<file path="src/rtl/rom_stream_reader_if.sv">
// ROM read port plus output word stream of the boot-ROM reader.
// master = reader side, slave = ROM / stream consumer side.
interface rom_stream_reader_if #(
  parameter int ADDR_WIDTH = 8,
  parameter int DATA_WIDTH = 32
) ();
  logic                  rom_ce;
  logic [ADDR_WIDTH-1:0] rom_addr;
  logic [DATA_WIDTH-1:0] rom_dout;
  logic                  m_valid;
  logic                  m_ready;
  logic [DATA_WIDTH-1:0] m_data;
  logic                  m_last;

  modport master (
    output rom_ce, rom_addr, m_valid, m_data, m_last,
    input  rom_dout, m_ready
  );

  modport slave (
    input  rom_ce, rom_addr, m_valid, m_data, m_last,
    output rom_dout, m_ready
  );
endinterface

</file>
<file path="src/rtl/rom_stream_reader.sv">
// Sequential reader for a 1-cycle-latency ROM feeding a valid/ready stream through a 2-entry buffer.
// start -> first beat in 3 cycles, 1 word/cycle when ready; reads throttle so buffer + in-flight never exceed 2.
module rom_stream_reader #(
  parameter int ADDR_WIDTH = 8,
  parameter int DATA_WIDTH = 32
) (
  input  logic                  clk,
  input  logic                  reset_n,
  input  logic                  start,
  input  logic                  abort,
  input  logic [ADDR_WIDTH-1:0] base_addr,
  input  logic [ADDR_WIDTH:0]   word_count,
  output logic                  busy,
  output logic                  done,
  rom_stream_reader_if.master   bus
);

  typedef enum logic [1:0] {
    IDLE   = 2'd0,
    READ   = 2'd1,
    DRAIN  = 2'd2,
    FINISH = 2'd3
  } state_t;

  localparam logic [ADDR_WIDTH:0]   CNT_ONE  = 1;
  localparam logic [ADDR_WIDTH-1:0] ADDR_ONE = 1;

  state_t                state;
  logic [ADDR_WIDTH-1:0] addr_ptr;
  logic [ADDR_WIDTH:0]   issue_rem;
  logic [ADDR_WIDTH:0]   out_rem;
  logic                  inflight;

  logic [DATA_WIDTH-1:0] buf_mem [2];
  logic                  wr_ptr;
  logic                  rd_ptr;
  logic [1:0]            fifo_count;

  logic                  fifo_vld;
  logic                  pop;
  logic [2:0]            occ_next;
  logic                  issue;

  assign fifo_vld = (fifo_count != 2'd0);
  assign pop      = fifo_vld & bus.m_ready;

  // Occupancy the buffer would have after this cycle's pop, counting the word still in the ROM.
  assign occ_next = {1'b0, fifo_count} + {2'b00, inflight} - {2'b00, pop};
  assign issue    = (state == READ) && (issue_rem != '0) && (occ_next < 3'd2);

  assign bus.rom_ce   = issue;
  assign bus.rom_addr = addr_ptr;
  assign bus.m_valid  = fifo_vld;
  assign bus.m_data   = buf_mem[rd_ptr];
  assign bus.m_last   = fifo_vld && (out_rem == CNT_ONE);

  always_ff @(posedge clk or negedge reset_n) begin
    if (!reset_n) begin
      state     <= IDLE;
      addr_ptr  <= '0;
      issue_rem <= '0;
      out_rem   <= '0;
      busy      <= 1'b0;
      done      <= 1'b0;
    end else if (abort) begin
      state <= IDLE;
      busy  <= 1'b0;
      done  <= 1'b0;
    end else begin
      done <= 1'b0;
      if (pop) begin
        out_rem <= out_rem - CNT_ONE;
      end
      if (issue) begin
        addr_ptr  <= addr_ptr + ADDR_ONE;
        issue_rem <= issue_rem - CNT_ONE;
      end
      case (state)
        IDLE: begin
          if (start) begin
            addr_ptr  <= base_addr;
            issue_rem <= word_count;
            out_rem   <= word_count;
            busy      <= 1'b1;
            // An empty transfer idles one cycle in DRAIN so done lands two cycles after start.
            state     <= (word_count == '0) ? DRAIN : READ;
          end
        end
        READ: begin
          if (issue && (issue_rem == CNT_ONE)) begin
            state <= DRAIN;
          end
        end
        DRAIN: begin
          if ((out_rem == '0) || (pop && (out_rem == CNT_ONE))) begin
            state <= FINISH;
            done  <= 1'b1;
          end
        end
        FINISH: begin
          state <= IDLE;
          busy  <= 1'b0;
        end
        default: begin
          state <= IDLE;
          busy  <= 1'b0;
        end
      endcase
    end
  end

  always_ff @(posedge clk or negedge reset_n) begin
    if (!reset_n) begin
      buf_mem[0] <= '0;
      buf_mem[1] <= '0;
      wr_ptr     <= 1'b0;
      rd_ptr     <= 1'b0;
      fifo_count <= 2'd0;
      inflight   <= 1'b0;
    end else if (abort) begin
      // Clearing inflight drops the word the ROM returns next cycle.
      wr_ptr     <= 1'b0;
      rd_ptr     <= 1'b0;
      fifo_count <= 2'd0;
      inflight   <= 1'b0;
    end else begin
      inflight <= issue;
      if (inflight) begin
        buf_mem[wr_ptr] <= bus.rom_dout;
        wr_ptr          <= ~wr_ptr;
      end
      if (pop) begin
        rd_ptr <= ~rd_ptr;
      end
      fifo_count <= fifo_count + {1'b0, inflight} - {1'b0, pop};
    end
  end

endmodule
</file>
<file path="src/flat_wrapper.sv">
// flat-port wrapper written by rule: the top's interface ports become plain ports
module rom_stream_reader_flat 
#(
  parameter int ADDR_WIDTH = 8,
  parameter int DATA_WIDTH = 32
)
  (clk, reset_n, start, abort, base_addr, word_count, busy, done, bus_rom_ce, bus_rom_addr, bus_m_valid, bus_m_data, bus_m_last, bus_rom_dout, bus_m_ready);
  rom_stream_reader_if #(.ADDR_WIDTH(ADDR_WIDTH), .DATA_WIDTH(DATA_WIDTH)) bus_i ();
  input  logic clk;
  input  logic reset_n;
  input  logic start;
  input  logic abort;
  input  logic [ADDR_WIDTH-1:0] base_addr;
  input  logic [ADDR_WIDTH:0] word_count;
  output logic busy;
  output logic done;
  output wire logic [$bits(bus_i.rom_ce)-1:0] bus_rom_ce;
  output wire logic [$bits(bus_i.rom_addr)-1:0] bus_rom_addr;
  output wire logic [$bits(bus_i.m_valid)-1:0] bus_m_valid;
  output wire logic [$bits(bus_i.m_data)-1:0] bus_m_data;
  output wire logic [$bits(bus_i.m_last)-1:0] bus_m_last;
  input wire logic [$bits(bus_i.rom_dout)-1:0] bus_rom_dout;
  input wire logic [$bits(bus_i.m_ready)-1:0] bus_m_ready;
  assign bus_rom_ce = bus_i.rom_ce;
  assign bus_rom_addr = bus_i.rom_addr;
  assign bus_m_valid = bus_i.m_valid;
  assign bus_m_data = bus_i.m_data;
  assign bus_m_last = bus_i.m_last;
  assign bus_i.rom_dout = bus_rom_dout;
  assign bus_i.m_ready = bus_m_ready;
  rom_stream_reader #(.ADDR_WIDTH(ADDR_WIDTH), .DATA_WIDTH(DATA_WIDTH)) u_core (.clk(clk), .reset_n(reset_n), .start(start), .abort(abort), .base_addr(base_addr), .word_count(word_count), .busy(busy), .done(done), .bus(bus_i));
endmodule
</file>
<file path="config.mk">
export PLATFORM = sky130hd
export DESIGN_NAME = rom_stream_reader_flat
export DESIGN_NICKNAME = d
export VERILOG_FILES = /design/src/rtl/rom_stream_reader_if.sv /design/src/rtl/rom_stream_reader.sv /design/src/flat_wrapper.sv
export SDC_FILE = /design/constraint.sdc
export NUM_CORES = 1
export LEC_CHECK = 0
export CAP_MARGIN = 20
export CORE_MARGIN = 2
export CORE_UTILIZATION = 50
export CTS_BUF_LIST = sky130_fd_sc_hd__clkbuf_4
export DETAILED_ROUTE_END_ITERATION = 6
export DONT_BUFFER_PORTS = 1
export GPL_ROUTABILITY_DRIVEN = 0
export HOLD_SLACK_MARGIN = 0.03
export PLACE_DENSITY = 0.69
export SLEW_MARGIN = 5
export SYNTH_ARGS = -nofsm -noshare
export SYNTH_HDL_FRONTEND = slang
export SYNTH_SLANG_ARGS = --single-unit
</file>
<file path="constraint.sdc">
create_clock -name clk -period 4.9 [get_ports clk]
set_input_delay 0.98 -clock clk [delete_from_list [all_inputs] [get_ports clk]]
set_output_delay 0.98 -clock clk [all_outputs]
set_load 0.02 [all_outputs]
</file>
==> results.yml <==
run_status:
  status: "completed"
yosys:
  synth_most_common_cell: "dfrtp_1"
  ys_warn_count: 0
  synth_common_cells: "dfrtp_1 (99), mux2_2 (96), nor2_1 (31), nand2_1 (16), a21oi_1 (15)"
  syn_area_um2: 5070
  synth_top_area_cell: "dfrtp_1"
  ys_types: 61
  postSynthRegisterBits: 99
  yosys_most_used_dff: "dfrtp_1"
  avgSynthCellArea_um2: 11.9
  synth_fp_nets: 494
  synth_area_leaders: "dfrtp_1 (49%), mux2_2 (21%), ha_1 (2.7%), nor2_1 (2.3%), o22a_1 (1.7%)"
  yosysTopAreaCellShare_pct: 48.8
  synth-edff-count: 0
  postSynthCellCount: 428
  async_flop_share_pct: 100
  ys_seq_area_share_pct: 48.8
timing:
  max_freq_mhz: 258
  skew_ns: 0.0187
  tns_ns: 0
  hold_viol_final: 0
  grt_setup_unrepaired: "no"
  layout_min_cycle_time_ns: 3.88
  timing.final.crit_share_pct: 79.2
  setup_viol_count_final: 0
  slew_headroom_pct: 46.9
  tightest_slew_ns: 0.796
  finalMaxSlewViolations: 0
clock_tree:
  cts_resized: 0
  postCtsSetupBuffers: 0
  cts.sinks: 99
  cts_tree: "done"
  cts_root_buf: "clkbuf_4"
  path_clk_slew_ns: 0.15
  insertion_delay_ns: 0.44
  clockBufferDepth: 2
  ctsHoldBuffers: 0
  tritoncts.num_buffers: 9
  cts_max_level: 3
final_layout:
  nets: 486
  diodes: 0
  fin_util_pct: 54.2
  syn_to_final_growth_pct: 4.88
  layout-drive-gt1-share_pct: 30.1
  final_area_um2: 5320
floorplanning:
  rows: 36
  pin_count: 99
  start_util_pct: 51.7
  die_w_um: 105
  die_y_um: 105
  core_um2: 9820
  die-area_um2: 11000
worst_setup_path:
  crit_type: "flip-flop to primary output"
  cp_max_fo: 17
  required_ns: 3.92
  startpoint_type: "flip-flop"
  cp.arrival_ns: 2.90
  critical_path.endpoint_type: "primary output"
hold_path:
  hold_class: "input pin to async pin"
global_route:
  antenna_found_initial: 0
  met1_usage_pct: 25.5
  use_met2_pct: 31.2
  grt_usage_pct: 19.6
  top_usage_layer: "met2"
  grt_util_met3_pct: 5.43
  first_global_vias: 3459
  globalRouteOverflowTotal: 0
  grt_start_max_net_pins: 100
  grt_first_pass_wirelength_um: 17300
power:
  powerDensity_nw_per_um2: 605
  irDropWorstVdd_mv: 0.307
  p_leak_nw: 2.32
placement:
  place_area_um2: 5160
  portBuffers: 0
  dp_hpwl_um: 7180
detailed_routing:
  route.antenna.remaining_nets: 0
  first_pass_iters: 4
  routed_via_density: 6.08
  route.detailed.drc: 0
  vias: 3391
  wire_per_inst_um: 18.9
  drt-total-wl_um: 10500
  drtIter0Drc: 181
run:
  drv_cap: 0
[worst max-delay path: stages (launching register included)]
cell and delay (ns):
dfrtp_1 0.49, o21ai_2 0.37, xnor2_1 0.17, ha_1 0.16
inv_1 0.05, fa_1 0.37, xnor2_1 0.18, and3_1 0.37
nand2_8 0.13, inv_6 0.17
[state kept, by name (all words and copies together) (netlist names)]
register             count
u_core.state             2
u_core.inflight          1
u_core.fifo_count        2
u_core.rd_ptr            1
u_core.bus.rom_addr      8
u_core.done              1
u_core.out_rem           9
u_core.wr_ptr            1
u_core.issue_rem         9
u_core.busy              1
u_core.buf_mem          64
[report_power, final]
group	switching, W	internal [W]
combinational	0.000750	0.000572
clock	0.000268	0.000214
sequential	0.000308	0.00111
[cell type report]
type                            instances  area, um^2
Fill cell                             880        4500
Sequential cell                        99        2480
Multi-Input combinational cell        292        2430
Tap cell                              133         166
Clock inverter                          6        85.1
Clock buffer                           10        75.1
Inverter                               14        57.6
Timing Repair Buffer                    4        30.0
[metrics by stage]
step / hold slack [ns] / power [W] / setup WS, ns / cells
after floorplan: 0.471 / 0.00255 / 1.37 / 428
after global placement: 0.480 / 0.00272 / 1.24 / 542
after detailed placement: 0.491 / 0.00276 / 1.21 / 542
after CTS: 0.172 / 0.00325 / 1.01 / 558
after global routing: 0.170 / 0.00343 / 0.851 / 558
final: 0.211 / 0.00322 / 1.02 / 558
[cells by family (layout without fill, tap and decap cells)]
family,after synthesis,after routing,synth area share [%]
simple gates,105,105,11.8
flops,99,99,48.8
mux,96,96,21.3
compound gates,75,75,10.9
buf+inv,37,34,3.40
fa+ha+maj,12,12,3.11
xor+xnor,4,4,0.691
[per-layer routing]
metal	wire, um	vias to the layer above
met1	4540	1696
met4	210	0
met2	5040	114
li1	-	1568
met3	750	13
met5	0	-
[path summary, 6_finish.rpt]
| path | endpoint | cells past startpoint | from | slack (ns) |
|---|---|---|---|---|
| max | bus_rom_ce | 9 | u_core.fifo_count[1] | 1.02 |
| min | u_core.issue_rem[5] | 0 | reset_n | 0.21 |
| max reg2reg | u_core.issue_rem[6] | 11 | u_core.fifo_count[1] | 1.90 |
| min reg2reg | u_core.buf_mem[0] | 1 | u_core.buf_mem[0] | 0.52 |
| max in group asynchronous | u_core.buf_mem[8] | 0 | reset_n | 4.54 |
| min in group clk | u_core.buf_mem[0] | 1 | u_core.buf_mem[0] | 0.52 |
[cell usage in the layout, fill, tap and decap left out, types with 5 or more instances in the layout]
cell type / Yosys / routed
dfrtp_1: 99 / 99
mux2_2: 96 / 96
nor2_1: 31 / 31
nand2_1: 16 / 16
a21oi_1: 15 / 15
inv_1: 13 / 13
nor3_1: 11 / 11
ha_1: 11 / 11
o22a_1: 10 / 10
clkbuf_4: 0 / 10
a31oi_1: 9 / 9
nand3_1: 9 / 9
o21ai_0: 6 / 6
nor4_1: 6 / 6
nand4_1: 5 / 5
(Power assumes the default switching activity.)
